<file path="config.mk">
export PLATFORM = sky130hd
export DESIGN_NAME = opcode_prefix_parser_flat
export DESIGN_NICKNAME = d
export VERILOG_FILES = /design/src/rtl/decode_pkg.sv /design/src/rtl/opcode_prefix_parser_if.sv /design/src/rtl/prefix_classify.sv /design/src/rtl/opcode_prefix_parser.sv /design/src/flat_wrapper.sv
export SDC_FILE = /design/constraint.sdc
export NUM_CORES = 1
export LEC_CHECK = 0
export ABC_AREA = 1
export BUFFER_PORTS_ARGS = -buffer_cell sky130_fd_sc_hd__buf_2
export CAP_MARGIN = 20
export CORE_MARGIN = 5
export CORE_UTILIZATION = 50
export DETAILED_ROUTE_END_ITERATION = 7
export PLACE_DENSITY_LB_ADDON = 0.15
export SKIP_CTS_REPAIR_TIMING = 1
export SLEW_MARGIN = 20
export SYNTH_ARGS = -nofsm -noshare
export SYNTH_HDL_FRONTEND = slang
export SYNTH_SLANG_ARGS = --single-unit
</file>
<file path="constraint.sdc">
create_clock -name clk -period 3.25 [get_ports clk]
set_input_delay 0.4875 -clock clk [delete_from_list [all_inputs] [get_ports clk]]
set_output_delay 0.4875 -clock clk [all_outputs]
set_load 0.02 [all_outputs]
</file>
<file path="src/rtl/decode_pkg.sv">
// Shared decoder encodings: opcode maps, prefix fields, prefix byte values and
// the registered header handed to the opcode info tables.
package decode_pkg;

  typedef enum logic [1:0] {MAP_1B, MAP_0F, MAP_0F38, MAP_0F3A} map_e;
  typedef enum logic [1:0] {REP_NONE, REP_F3, REP_F2} rep_e;
  typedef enum logic [2:0] {SEG_NONE, SEG_ES, SEG_CS, SEG_SS, SEG_DS, SEG_FS, SEG_GS} seg_e;

  localparam int MAX_LEN_DEFAULT = 15;

  localparam logic [7:0] PFX_OPSZ = 8'h66;
  localparam logic [7:0] PFX_ADSZ = 8'h67;
  localparam logic [7:0] PFX_LOCK = 8'hF0;
  localparam logic [7:0] PFX_REPE = 8'hF3;
  localparam logic [7:0] PFX_REPN = 8'hF2;
  localparam logic [7:0] PFX_ES   = 8'h26;
  localparam logic [7:0] PFX_CS   = 8'h2E;
  localparam logic [7:0] PFX_SS   = 8'h36;
  localparam logic [7:0] PFX_DS   = 8'h3E;
  localparam logic [7:0] PFX_FS   = 8'h64;
  localparam logic [7:0] PFX_GS   = 8'h65;
  localparam logic [7:0] ESC_0F   = 8'h0F;
  localparam logic [7:0] ESC_38   = 8'h38;
  localparam logic [7:0] ESC_3A   = 8'h3A;

  typedef struct packed {
    map_e       map;
    logic [7:0] opcode;
    logic [3:0] rex;
    logic       rex_present;
    logic       opsz;
    logic       adsz;
    logic       lock;
    rep_e       rep;
    seg_e       seg;
    logic [3:0] len;
    logic       err;
  } hdr_t;

endpackage

</file>
<file path="src/rtl/opcode_prefix_parser_if.sv">
// Byte-in / header-out handshake bundle of the prefix parser.
interface opcode_prefix_parser_if;
  logic       in_valid;
  logic [7:0] in_byte;
  logic       in_ready;
  logic       out_valid;
  logic       out_ready;
  logic [1:0] out_map;
  logic [7:0] out_opcode;
  logic [3:0] out_rex;
  logic       out_rex_present;
  logic       out_opsz;
  logic       out_adsz;
  logic       out_lock;
  logic [1:0] out_rep;
  logic [2:0] out_seg;
  logic [3:0] out_len;
  logic       out_err;

  modport master (
    output in_valid, in_byte, out_ready,
    input  in_ready, out_valid, out_map, out_opcode, out_rex, out_rex_present,
           out_opsz, out_adsz, out_lock, out_rep, out_seg, out_len, out_err
  );

  modport slave (
    input  in_valid, in_byte, out_ready,
    output in_ready, out_valid, out_map, out_opcode, out_rex, out_rex_present,
           out_opsz, out_adsz, out_lock, out_rep, out_seg, out_len, out_err
  );
endinterface

</file>
<file path="src/rtl/prefix_classify.sv">
// Combinational byte classifier: legacy prefix, REX, 0F escape, and the
// prefix field each legacy byte selects.
module prefix_classify
  import decode_pkg::*;
(
  input  logic [7:0] b,
  output logic       is_legacy,
  output logic       is_rex,
  output logic       is_esc,
  output logic       is_opsz,
  output logic       is_adsz,
  output logic       is_lock,
  output rep_e       rep,
  output seg_e       seg
);
  always_comb begin
    is_opsz = 1'b0;
    is_adsz = 1'b0;
    is_lock = 1'b0;
    rep     = REP_NONE;
    seg     = SEG_NONE;
    case (b)
      PFX_OPSZ: is_opsz = 1'b1;
      PFX_ADSZ: is_adsz = 1'b1;
      PFX_LOCK: is_lock = 1'b1;
      PFX_REPE: rep = REP_F3;
      PFX_REPN: rep = REP_F2;
      PFX_ES:   seg = SEG_ES;
      PFX_CS:   seg = SEG_CS;
      PFX_SS:   seg = SEG_SS;
      PFX_DS:   seg = SEG_DS;
      PFX_FS:   seg = SEG_FS;
      PFX_GS:   seg = SEG_GS;
      default: ;
    endcase
    is_legacy = is_opsz || is_adsz || is_lock || (rep != REP_NONE) || (seg != SEG_NONE);
    is_rex    = (b[7:4] == 4'h4);
    is_esc    = (b == ESC_0F);
  end
endmodule

</file>
<file path="src/rtl/opcode_prefix_parser.sv">
// Byte-serial prefix/escape stripper: accumulates prefix state until an opcode
// byte completes, then holds a header until the consumer takes it.
module opcode_prefix_parser
  import decode_pkg::*;
#(
  parameter int MAX_LEN = MAX_LEN_DEFAULT
) (
  input  logic                  clk,
  input  logic                  reset_n,
  input  logic                  flush,
  opcode_prefix_parser_if.slave bus
);
  localparam logic [1:0] S_PFX  = 2'd0;
  localparam logic [1:0] S_ESC  = 2'd1;
  localparam logic [1:0] S_ESC3 = 2'd2;
  localparam logic [3:0] LEN_LIM = 4'(MAX_LEN);

  logic [1:0] state;
  logic [3:0] count, next_count;
  logic [3:0] rex;
  logic       rex_present, opsz, adsz, lock;
  rep_e       rep;
  seg_e       seg;
  map_e       map, cur_map;
  hdr_t       hdr;
  logic       out_valid;
  logic       accept, done, emit;

  logic c_legacy, c_rex, c_esc, c_opsz, c_adsz, c_lock;
  rep_e c_rep;
  seg_e c_seg;

  prefix_classify u_cls (
    .b(bus.in_byte), .is_legacy(c_legacy), .is_rex(c_rex), .is_esc(c_esc),
    .is_opsz(c_opsz), .is_adsz(c_adsz), .is_lock(c_lock), .rep(c_rep), .seg(c_seg)
  );

  assign bus.in_ready = (!out_valid || bus.out_ready) && !flush;
  assign accept       = bus.in_valid && bus.in_ready;
  assign next_count   = count + 4'd1;

  // Prefix bytes are only interpreted in S_PFX; after an escape everything but 38/3A is an opcode.
  always_comb begin
    cur_map = MAP_1B;
    done    = 1'b0;
    case (state)
      S_PFX: done = !(c_legacy || c_rex || c_esc);
      S_ESC: begin
        cur_map = MAP_0F;
        done    = !(bus.in_byte == ESC_38 || bus.in_byte == ESC_3A);
      end
      default: begin
        cur_map = map;
        done    = 1'b1;
      end
    endcase
  end

  // The length limit forces an erroring emit on a byte that would otherwise keep the parse open.
  assign emit = accept && (done || next_count == LEN_LIM);

  always_ff @(posedge clk or negedge reset_n) begin
    if (!reset_n) begin
      state <= S_PFX; count <= '0; rex <= '0; rex_present <= 1'b0;
      opsz <= 1'b0; adsz <= 1'b0; lock <= 1'b0;
      rep <= REP_NONE; seg <= SEG_NONE; map <= MAP_1B;
    end else if (flush || emit) begin
      state <= S_PFX; count <= '0; rex <= '0; rex_present <= 1'b0;
      opsz <= 1'b0; adsz <= 1'b0; lock <= 1'b0;
      rep <= REP_NONE; seg <= SEG_NONE; map <= MAP_1B;
    end else if (accept) begin
      count <= next_count;
      case (state)
        S_PFX: begin
          if (c_legacy) begin
            opsz        <= opsz | c_opsz;
            adsz        <= adsz | c_adsz;
            lock        <= lock | c_lock;
            if (c_rep != REP_NONE) rep <= c_rep;
            if (c_seg != SEG_NONE) seg <= c_seg;
            rex         <= '0;
            rex_present <= 1'b0;
          end else if (c_rex) begin
            rex         <= bus.in_byte[3:0];
            rex_present <= 1'b1;
          end else begin
            state <= S_ESC;
          end
        end
        S_ESC: begin
          state <= S_ESC3;
          map   <= (bus.in_byte == ESC_38) ? MAP_0F38 : MAP_0F3A;
        end
        default: ;
      endcase
    end
  end

  always_ff @(posedge clk or negedge reset_n) begin
    if (!reset_n) begin
      out_valid <= 1'b0;
      hdr       <= '0;
    end else if (flush) begin
      out_valid <= 1'b0;
      hdr       <= '0;
    end else if (emit) begin
      out_valid       <= 1'b1;
      hdr.map         <= cur_map;
      hdr.opcode      <= bus.in_byte;
      hdr.rex         <= rex;
      hdr.rex_present <= rex_present;
      hdr.opsz        <= opsz;
      hdr.adsz        <= adsz;
      hdr.lock        <= lock;
      hdr.rep         <= rep;
      hdr.seg         <= seg;
      hdr.len         <= next_count;
      hdr.err         <= !done;
    end else if (bus.out_ready) begin
      out_valid <= 1'b0;
    end
  end

  assign bus.out_valid       = out_valid;
  assign bus.out_map         = hdr.map;
  assign bus.out_opcode      = hdr.opcode;
  assign bus.out_rex         = hdr.rex;
  assign bus.out_rex_present = hdr.rex_present;
  assign bus.out_opsz        = hdr.opsz;
  assign bus.out_adsz        = hdr.adsz;
  assign bus.out_lock        = hdr.lock;
  assign bus.out_rep         = hdr.rep;
  assign bus.out_seg         = hdr.seg;
  assign bus.out_len         = hdr.len;
  assign bus.out_err         = hdr.err;
endmodule

</file>
<file path="src/flat_wrapper.sv">
// flat-port wrapper written by rule: the top's interface ports become plain ports
module opcode_prefix_parser_flat import decode_pkg::*;
#(
  parameter int MAX_LEN = MAX_LEN_DEFAULT
)
  (clk, reset_n, flush, bus_in_valid, bus_in_byte, bus_out_ready, bus_in_ready, bus_out_valid, bus_out_map, bus_out_opcode, bus_out_rex, bus_out_rex_present, bus_out_opsz, bus_out_adsz, bus_out_lock, bus_out_rep, bus_out_seg, bus_out_len, bus_out_err);
  opcode_prefix_parser_if bus_i ();
  input  logic clk;
  input  logic reset_n;
  input  logic flush;
  input wire logic [$bits(bus_i.in_valid)-1:0] bus_in_valid;
  input wire logic [$bits(bus_i.in_byte)-1:0] bus_in_byte;
  input wire logic [$bits(bus_i.out_ready)-1:0] bus_out_ready;
  output wire logic [$bits(bus_i.in_ready)-1:0] bus_in_ready;
  output wire logic [$bits(bus_i.out_valid)-1:0] bus_out_valid;
  output wire logic [$bits(bus_i.out_map)-1:0] bus_out_map;
  output wire logic [$bits(bus_i.out_opcode)-1:0] bus_out_opcode;
  output wire logic [$bits(bus_i.out_rex)-1:0] bus_out_rex;
  output wire logic [$bits(bus_i.out_rex_present)-1:0] bus_out_rex_present;
  output wire logic [$bits(bus_i.out_opsz)-1:0] bus_out_opsz;
  output wire logic [$bits(bus_i.out_adsz)-1:0] bus_out_adsz;
  output wire logic [$bits(bus_i.out_lock)-1:0] bus_out_lock;
  output wire logic [$bits(bus_i.out_rep)-1:0] bus_out_rep;
  output wire logic [$bits(bus_i.out_seg)-1:0] bus_out_seg;
  output wire logic [$bits(bus_i.out_len)-1:0] bus_out_len;
  output wire logic [$bits(bus_i.out_err)-1:0] bus_out_err;
  assign bus_i.in_valid = bus_in_valid;
  assign bus_i.in_byte = bus_in_byte;
  assign bus_i.out_ready = bus_out_ready;
  assign bus_in_ready = bus_i.in_ready;
  assign bus_out_valid = bus_i.out_valid;
  assign bus_out_map = bus_i.out_map;
  assign bus_out_opcode = bus_i.out_opcode;
  assign bus_out_rex = bus_i.out_rex;
  assign bus_out_rex_present = bus_i.out_rex_present;
  assign bus_out_opsz = bus_i.out_opsz;
  assign bus_out_adsz = bus_i.out_adsz;
  assign bus_out_lock = bus_i.out_lock;
  assign bus_out_rep = bus_i.out_rep;
  assign bus_out_seg = bus_i.out_seg;
  assign bus_out_len = bus_i.out_len;
  assign bus_out_err = bus_i.out_err;
  opcode_prefix_parser #(.MAX_LEN(MAX_LEN)) u_core (.clk(clk), .reset_n(reset_n), .flush(flush), .bus(bus_i));
endmodule
</file>
# == After elaboration in Yosys (flattened, before gate mapping) ==
# Index checks and enable logic that the tools add are counted.
# classes
n_addsub,1
n_reduce_logical,37
eq_ne,19
div_mod_pow,0
order_cmp,0
bitwise_logic,3
shifts,0
n_mul,0
n_mux,55
# op_table
op,count
28-bit 2-to-1 mux,2
8-bit by 6-bit == test with 1-bit output (second input constant),6
8-bit by 7-bit == test with 1-bit output (second input constant),4
4-bit 2-to-1 mux,7
8-bit == test (second input constant),3
1-bit 2-to-1 mux,24
2-bit 2-to-1 mux,12
3-bit one-hot mux with 6 select lines,1
2-bit nonzero test,8
3-bit 2-to-1 mux,5
2-bit one-hot mux with 2 select lines,3
4-bit AND reduction,3
3-bit nonzero test,4
1-bit logical OR,10
8-bit by 4-bit == test with 1-bit output (second input constant),1
3-bit inequality test (second input constant),2
3-bit AND reduction,2
1-bit logical NOT,5
4-bit by 1-bit adder with 4-bit output (second input constant),1
4-bit by 3-bit == test with 1-bit output (second input constant),1
4-bit == test (second input constant),1
1-bit logical AND,3
1-bit OR,3
2-bit by 1-bit == test with 1-bit output (second input constant),1
3 further kinds,3
# word_totals
reg_bits,50
rom_bits,0
output_inout_bits,30
in_bits,13
n_memories,0
ram_bits,0
latch_bits,0
elab_cells,137

# == Logic depth before layout (Yosys ltp) ==
# logic_depth
ltp_word,15
depth_mapped,18
ltp_nobuf,15

# == By module ==
# From an unflattened synthesis, not the netlist that was laid out.
# unflattened
cells_unflattened,323
area_unflattened_um2,2478.6
# modules_own_cells
module,area_per_inst_um2,seq_area_each_um2,n_inst,cells_each
opcode_prefix_parser,2223.4,1251.2,1,265
prefix_classify,255.2,0.0,1,58

# == Worst setup path before layout ==
# No wires, ideal clock.
# synth_path
path_type,input to register
startpoint,input port bus_in_byte[1]
endpoint,register u_core.hdr (netlist bit u_core.bus.out_adsz)
t_required_ns,3.133
arrival_time_ns,1.910
n_path_buf,4
path_slack_ns,1.223
setup_ns,0.117
cell_stages,18
path_cell_list,buf_2 > nand2_2 > inv_1 > nand3_2 > nand2_1 > nor2_2 > nand3_2 > nand2_2 > nand2_2 > nand2_2 > nand2_2 > buf_6 > nand2_4 > inv_2 > buf_6 > buf_6 > nand2_1 > nand2_1
# synth_between
elab_chain_cells,13
word_cells_on_any_way,34
classes_between,14 x eq/ne; 6 x mux; 14 x reduce/logical
# synth_rtl
item,line_no,text
from (decl),flat_wrapper.sv:12,input wire logic [$bits(bus_i.in_byte)-1:0] bus_in_byte;
"parallel branches: the longest is 9 deep, another holds 8-bit by 7-bit == test with 1-bit output",--,
1-bit one-hot mux with 2 select lines *,opcode_prefix_parser.sv:46,case (state)
1-bit logical OR *,opcode_prefix_parser.sv:60,assign emit = accept && (done || next_count == LEN_LIM);
1-bit logical AND *,opcode_prefix_parser.sv:60,
2-bit nonzero test (no source line) *,--,
to (decl),opcode_prefix_parser.sv:25,hdr_t hdr;
# Every way passes the cells marked *.
# A chain may end at the register's enable or synchronous reset.

# == Final worst setup path ==
# layout_path
startpoint,input port bus_in_byte[6]
endpoint,register u_core.hdr (netlist bit u_core.bus.out_len[3])
# Same word-level chain as after synthesis.

==> report_table.html <==
<table>
<tr><th>Metric</th><th>Value</th></tr>
<tr><th colspan="2">Synth</th></tr>
<tr><td>Yosys warns</td><td>0</td></tr>
<tr><td>Library cells used by synthesis</td><td>24</td></tr>
<tr><td>Proportion of synthesized chip area in sequential cells</td><td>0.5141</td></tr>
<tr><td>Async set-or-reset flop fraction in the synthesized netlist</td><td>1.000</td></tr>
<tr><td>Ys flop type</td><td>sky130_fd_sc_hd__dfrtp_1</td></tr>
<tr><td>Leading cell types by count after synthesis</td><td>sky130_fd_sc_hd__nand2_1, sky130_fd_sc_hd__dfrtp_1, sky130_fd_sc_hd__inv_1, sky130_fd_sc_hd__nor2_1, sky130_fd_sc_hd__nand3_1</td></tr>
<tr><td>Register bit count reported by yosys</td><td>50</td></tr>
<tr><td>Post-synth EDFFs</td><td>0</td></tr>
<tr><td>Yosys top cell by area</td><td>sky130_fd_sc_hd__dfrtp_1</td></tr>
<tr><td>Number of instances in the synthesized netlist</td><td>317</td></tr>
<tr><td>Cell types occupying the most area after synthesis</td><td>sky130_fd_sc_hd__dfrtp_1, sky130_fd_sc_hd__nand2_1, sky130_fd_sc_hd__nand3_1</td></tr>
<tr><td>Synthesized netlist net count</td><td>between 300 and 400</td></tr>
<tr><td>Syn avg cell area</td><td>7.677 sq um</td></tr>
<tr><td>Post-Syn Area</td><td>0.002434 sq mm</td></tr>
<tr><td>Dominant cell by count in the synthesized netlist</td><td>sky130_fd_sc_hd__nand2_1</td></tr>
<tr><td>Area share of the largest cell type after synthesis</td><td>0.5141</td></tr>
<tr><th colspan="2">Route</th></tr>
<tr><td>Final wirelength</td><td>approximately 5700 microns</td></tr>
<tr><td>Number of routed nets with antenna violations</td><td>0</td></tr>
<tr><td>Detailed-route vias per instance</td><td>4.934</td></tr>
<tr><td>TritonRoute pass-1 iters</td><td>4</td></tr>
<tr><td>DRC violation count after routing</td><td>0</td></tr>
<tr><td>First-iteration detailed-routing DRC count</td><td>148</td></tr>
<tr><td>DR vias</td><td>roughly 2.1k</td></tr>
<tr><td>Routed wire length per instance</td><td>13.46 microns</td></tr>
<tr><th colspan="2">Power</th></tr>
<tr><td>Power per cell area</td><td>476.1 mW/mm^2</td></tr>
<tr><td>Sequential group share of total power</td><td>0.513</td></tr>
<tr><td>Peak supply drop</td><td>roughly 0.24 mV</td></tr>
<tr><td>Switching power of the nets</td><td>0.0003686 W</td></tr>
<tr><td>Internal power</td><td>0.0009610 W</td></tr>
<tr><td>Combinational power share</td><td>0.151</td></tr>
<tr><td>Switching Share</td><td>0.2772</td></tr>
<tr><td>Clock power share</td><td>0.336</td></tr>
<tr><td>Cell leakage power</td><td>1.623 nW</td></tr>
<tr><td>Total power draw</td><td>roughly 0.0013 W</td></tr>
<tr><th colspan="2">Critical path</th></tr>
<tr><td>Most prevalent standard cell on the critical path</td><td>sky130_fd_sc_hd__nand2_2</td></tr>
<tr><td>Critical Path Source Type</td><td>primary input</td></tr>
<tr><td>Data required time of the worst path</td><td>roughly 3500 ps</td></tr>
<tr><td>Cell-by-cell listing of the critical path</td><td>buf_2, nor2_1, nand3_1, nor4_1, a21oi_1, nand2_2, nand2_2, nand2_2, nand2_4, inv_2, nand2_1, o21ai_0</td></tr>
<tr><td>CP max stage delay</td><td>380 ps</td></tr>
<tr><td>Critical path type</td><td>primary input to flip-flop</td></tr>
<tr><td>Slowest library cell on the worst path</td><td>sky130_fd_sc_hd__inv_2</td></tr>
<tr><td>Arrival time at the worst endpoint</td><td>2400 ps</td></tr>
<tr><td>Maximum fanout count along the critical path</td><td>29</td></tr>
<tr><td>Critical path capture point type</td><td>flip-flop</td></tr>
<tr><th colspan="2">Floorplan</th></tr>
<tr><td>Area of the core</td><td>0.004723 sq mm</td></tr>
<tr><td>Starting utilization of the core area</td><td>0.5152</td></tr>
<tr><td>Horizontal die dimension</td><td>79.77 microns</td></tr>
<tr><td>Vertical extent of the die</td><td>79.77 microns</td></tr>
<tr><td>Num ports</td><td>43</td></tr>
<tr><td>Die footprint</td><td>0.006362 sq mm</td></tr>
<tr><td>Number of cell rows</td><td>25</td></tr>
<tr><th colspan="2">STA</th></tr>
<tr><td>Final-report hold violation count</td><td>0</td></tr>
<tr><td>Total negative slack</td><td>0 ps</td></tr>
<tr><td>Skew final</td><td>just over 6 ps</td></tr>
<tr><td>Slew at the pin closest to its max-slew limit</td><td>681.3 ps</td></tr>
<tr><td>Min cycle time layout</td><td>2170 ps</td></tr>
<tr><td>Worst slew slack as a fraction of its limit</td><td>0.5458</td></tr>
<tr><td>Max Clk Rate</td><td>0.4609 GHz</td></tr>
<tr><td>Pins over their slew limit</td><td>0</td></tr>
<tr><td>Final count of negative-setup-slack endpoints</td><td>0</td></tr>
<tr><td>Period Utilization, post-route</td><td>0.6675</td></tr>
<tr><td>Hold slack</td><td>roughly 210 ps</td></tr>
<tr><td>RSZ-0062 raised after global routing</td><td>false</td></tr>
<tr><th colspan="2">Job</th></tr>
<tr><td>Max-cap check violation count</td><td>0</td></tr>
<tr><th colspan="2">Placement</th></tr>
<tr><td>Final weighted congestion of routability-driven global placement</td><td>0.9425</td></tr>
<tr><td># port buffers</td><td>42</td></tr>
<tr><td>Placed wire-length estimate after detailed placement</td><td>~4200 microns</td></tr>
<tr><th colspan="2">Cells and area</th></tr>
<tr><td>Final nets</td><td>roughly 370</td></tr>
<tr><td>Growth of design area from synthesis to finish</td><td>14.76%</td></tr>
<tr><td>Fraction of final layout cells sized beyond drive strength 1</td><td>0.1811</td></tr>
<tr><td>Antenna Diode Count</td><td>0</td></tr>
<tr><th colspan="2">CTS</th></tr>
<tr><td>H-tree levels</td><td>2</td></tr>
<tr><td>Source-to-sink clock delay at the later pin of the worst-skew pair</td><td>about 300 ps</td></tr>
<tr><td>Clock root buffer</td><td>sky130_fd_sc_hd__clkbuf_8</td></tr>
<tr><td>Clock buffer depth</td><td>2</td></tr>
<tr><td>Number of clock buffers inserted by TritonCTS</td><td>5</td></tr>
<tr><td>Clock tree from TritonCTS</td><td>yes</td></tr>
<tr><td>Clock net sink count</td><td>50</td></tr>
<tr><td>Worst-path clk slew</td><td>90 ps</td></tr>
<tr><th colspan="2">Global routing</th></tr>
<tr><td>Number of antenna violations at the first check in global routing</td><td>0</td></tr>
<tr><td>Maximum number of pins on one net before global-route repair</td><td>33</td></tr>
<tr><td>Total gr overflow</td><td>0</td></tr>
<tr><td>Via count of the first global-routing pass</td><td>2112</td></tr>
<tr><td>GRT Overall Usage</td><td>0.1975</td></tr>
<tr><td>Wire length of the first global-routing pass</td><td>9894 microns</td></tr>
<tr><th colspan="2">Status</th></tr>
<tr><td>Run status</td><td>completed</td></tr>
<tr><th colspan="2">Hold path</th></tr>
<tr><td>Worst hold path type</td><td>primary input to async pin</td></tr>
</table>
sequential cells by signal, summed over array words and instances (netlist names):
| signal | cells |
|---|---|
| u_core.bus.out_len | 4 |
| u_core.count | 4 |
| u_core.bus.out_rep | 2 |
| u_core.bus.out_err | 1 |
| u_core.rex_present | 1 |
| u_core.bus.out_map | 2 |
| u_core.bus.out_adsz | 1 |
| u_core.bus.out_opcode | 8 |
| u_core.bus.out_rex | 4 |
| u_core.adsz | 1 |
| u_core.state | 2 |
| u_core.bus.out_valid | 1 |
| u_core.rex | 4 |
| u_core.opsz | 1 |
| u_core.bus.out_opsz | 1 |
| u_core.bus.out_rex_present | 1 |
| u_core.lock | 1 |
| u_core.bus.out_lock | 1 |
| u_core.bus.out_seg | 3 |
| u_core.map | 2 |
| u_core.rep | 2 |
| u_core.seg | 3 |
critical path, delay by kind of cell:
kind / cells / cell delay (ps)
simple gates: 8 / 1200
compound gates: 2 / 180
buf+inv: 2 / 500
layer usage:
metal  GRT usage  routed length (microns)
met3     0.03837                      316
met2      0.3080                     2642
met4     0.05405                       36
met1      0.2813                     2737
met5           0                        0
cell usage in the layout, fill, tap and decap left out:
cell type	instances
sky130_fd_sc_hd__o211ai_1	1
sky130_fd_sc_hd__a21oi_1	4
sky130_fd_sc_hd__buf_4	2
sky130_fd_sc_hd__nand2_4	1
sky130_fd_sc_hd__nor2_1	27
sky130_fd_sc_hd__o21ai_0	17
sky130_fd_sc_hd__nand3_1	24
sky130_fd_sc_hd__inv_1	27
sky130_fd_sc_hd__nor2_2	2
sky130_fd_sc_hd__nand2_1	131
sky130_fd_sc_hd__dfrtp_1	50
sky130_fd_sc_hd__nor4_1	1
sky130_fd_sc_hd__nor3_1	3
sky130_fd_sc_hd__bufinv_16	1
sky130_fd_sc_hd__o311ai_0	1
sky130_fd_sc_hd__nand2_2	6
sky130_fd_sc_hd__xnor2_1	2
sky130_fd_sc_hd__buf_2	42
sky130_fd_sc_hd__o41ai_1	1
sky130_fd_sc_hd__clkbuf_8	6
sky130_fd_sc_hd__a31oi_1	2
sky130_fd_sc_hd__inv_2	3
sky130_fd_sc_hd__nand4_1	1
sky130_fd_sc_hd__ha_1	2
sky130_fd_sc_hd__nand3_2	2
per-stage QoR:
| stage | instance area, sq um | utilization | instances | worst slack, ps |
|---|---|---|---|---|
| finish | 2793 | 0.5913 | 426 | 1080 |
| CTS | 2793 | 0.5913 | 426 | 1105 |
| floorplan | 2434 | - | 317 | 1223 |
| global route | 2793 | 0.5913 | 426 | 864.6 |
| global placement | 2680 | 0.5674 | 419 | 810.9 |
| detailed placement | 2680 | 0.5674 | 419 | 805.1 |
cell families after synthesis:
logic type,after synthesis,synth area share
adders and majority gates,2,0.01028
buffers and inverters,39,0.07198
xor gates and xnor gates,2,0.007199
DFF,50,0.5141
and+or+nand+nor,198,0.3378
AOI/OAI and AO/OA,26,0.05861
power groups by stage:
stage	registers (W)	clock network, W	logic (W)
after floorplan	0.000716	0	0.000109
after detailed placement	0.000694	0	0.000201
after global placement	0.000693	0	0.000200
final	0.000682	0.000447	0.000201
after CTS	0.000682	0.000454	0.000202
after global routing	0.000688	0.000479	0.000227
worst paths after layout:
path / start / to / slack, ps / cells after the start
min in group clk: bus_in_byte[6] / u_core.bus.out_opcode[6] / 440 / 3
hold / removal: reset_n / u_core.count[3] / 210 / 1
max in group asynchronous: reset_n / u_core.adsz / 2320 / 2
setup / recovery: bus_in_byte[6] / u_core.bus.out_len[3] / 1080 / 12
setup reg to reg: u_core.state[1] / u_core.bus.out_len[3] / 1140 / 11
hold reg to reg: u_core.bus.out_rex_present / u_core.bus.out_rex_present / 470 / 2
cell type report:
| cell class | instances | area [sq um] |
|---|---|---|
| sequential | 50 | 1251 |
| clock inverter | 1 | 30.03 |
| tap | 67 | 83.83 |
| clock buffer | 6 | 82.58 |
| inverter | 30 | 112.6 |
| timing repair buffer | 44 | 225.2 |
| fill | 434 | 1931 |
| multi-input combinational | 228 | 1007 |
No activity file was read; power rests on OpenSTA's default activity.
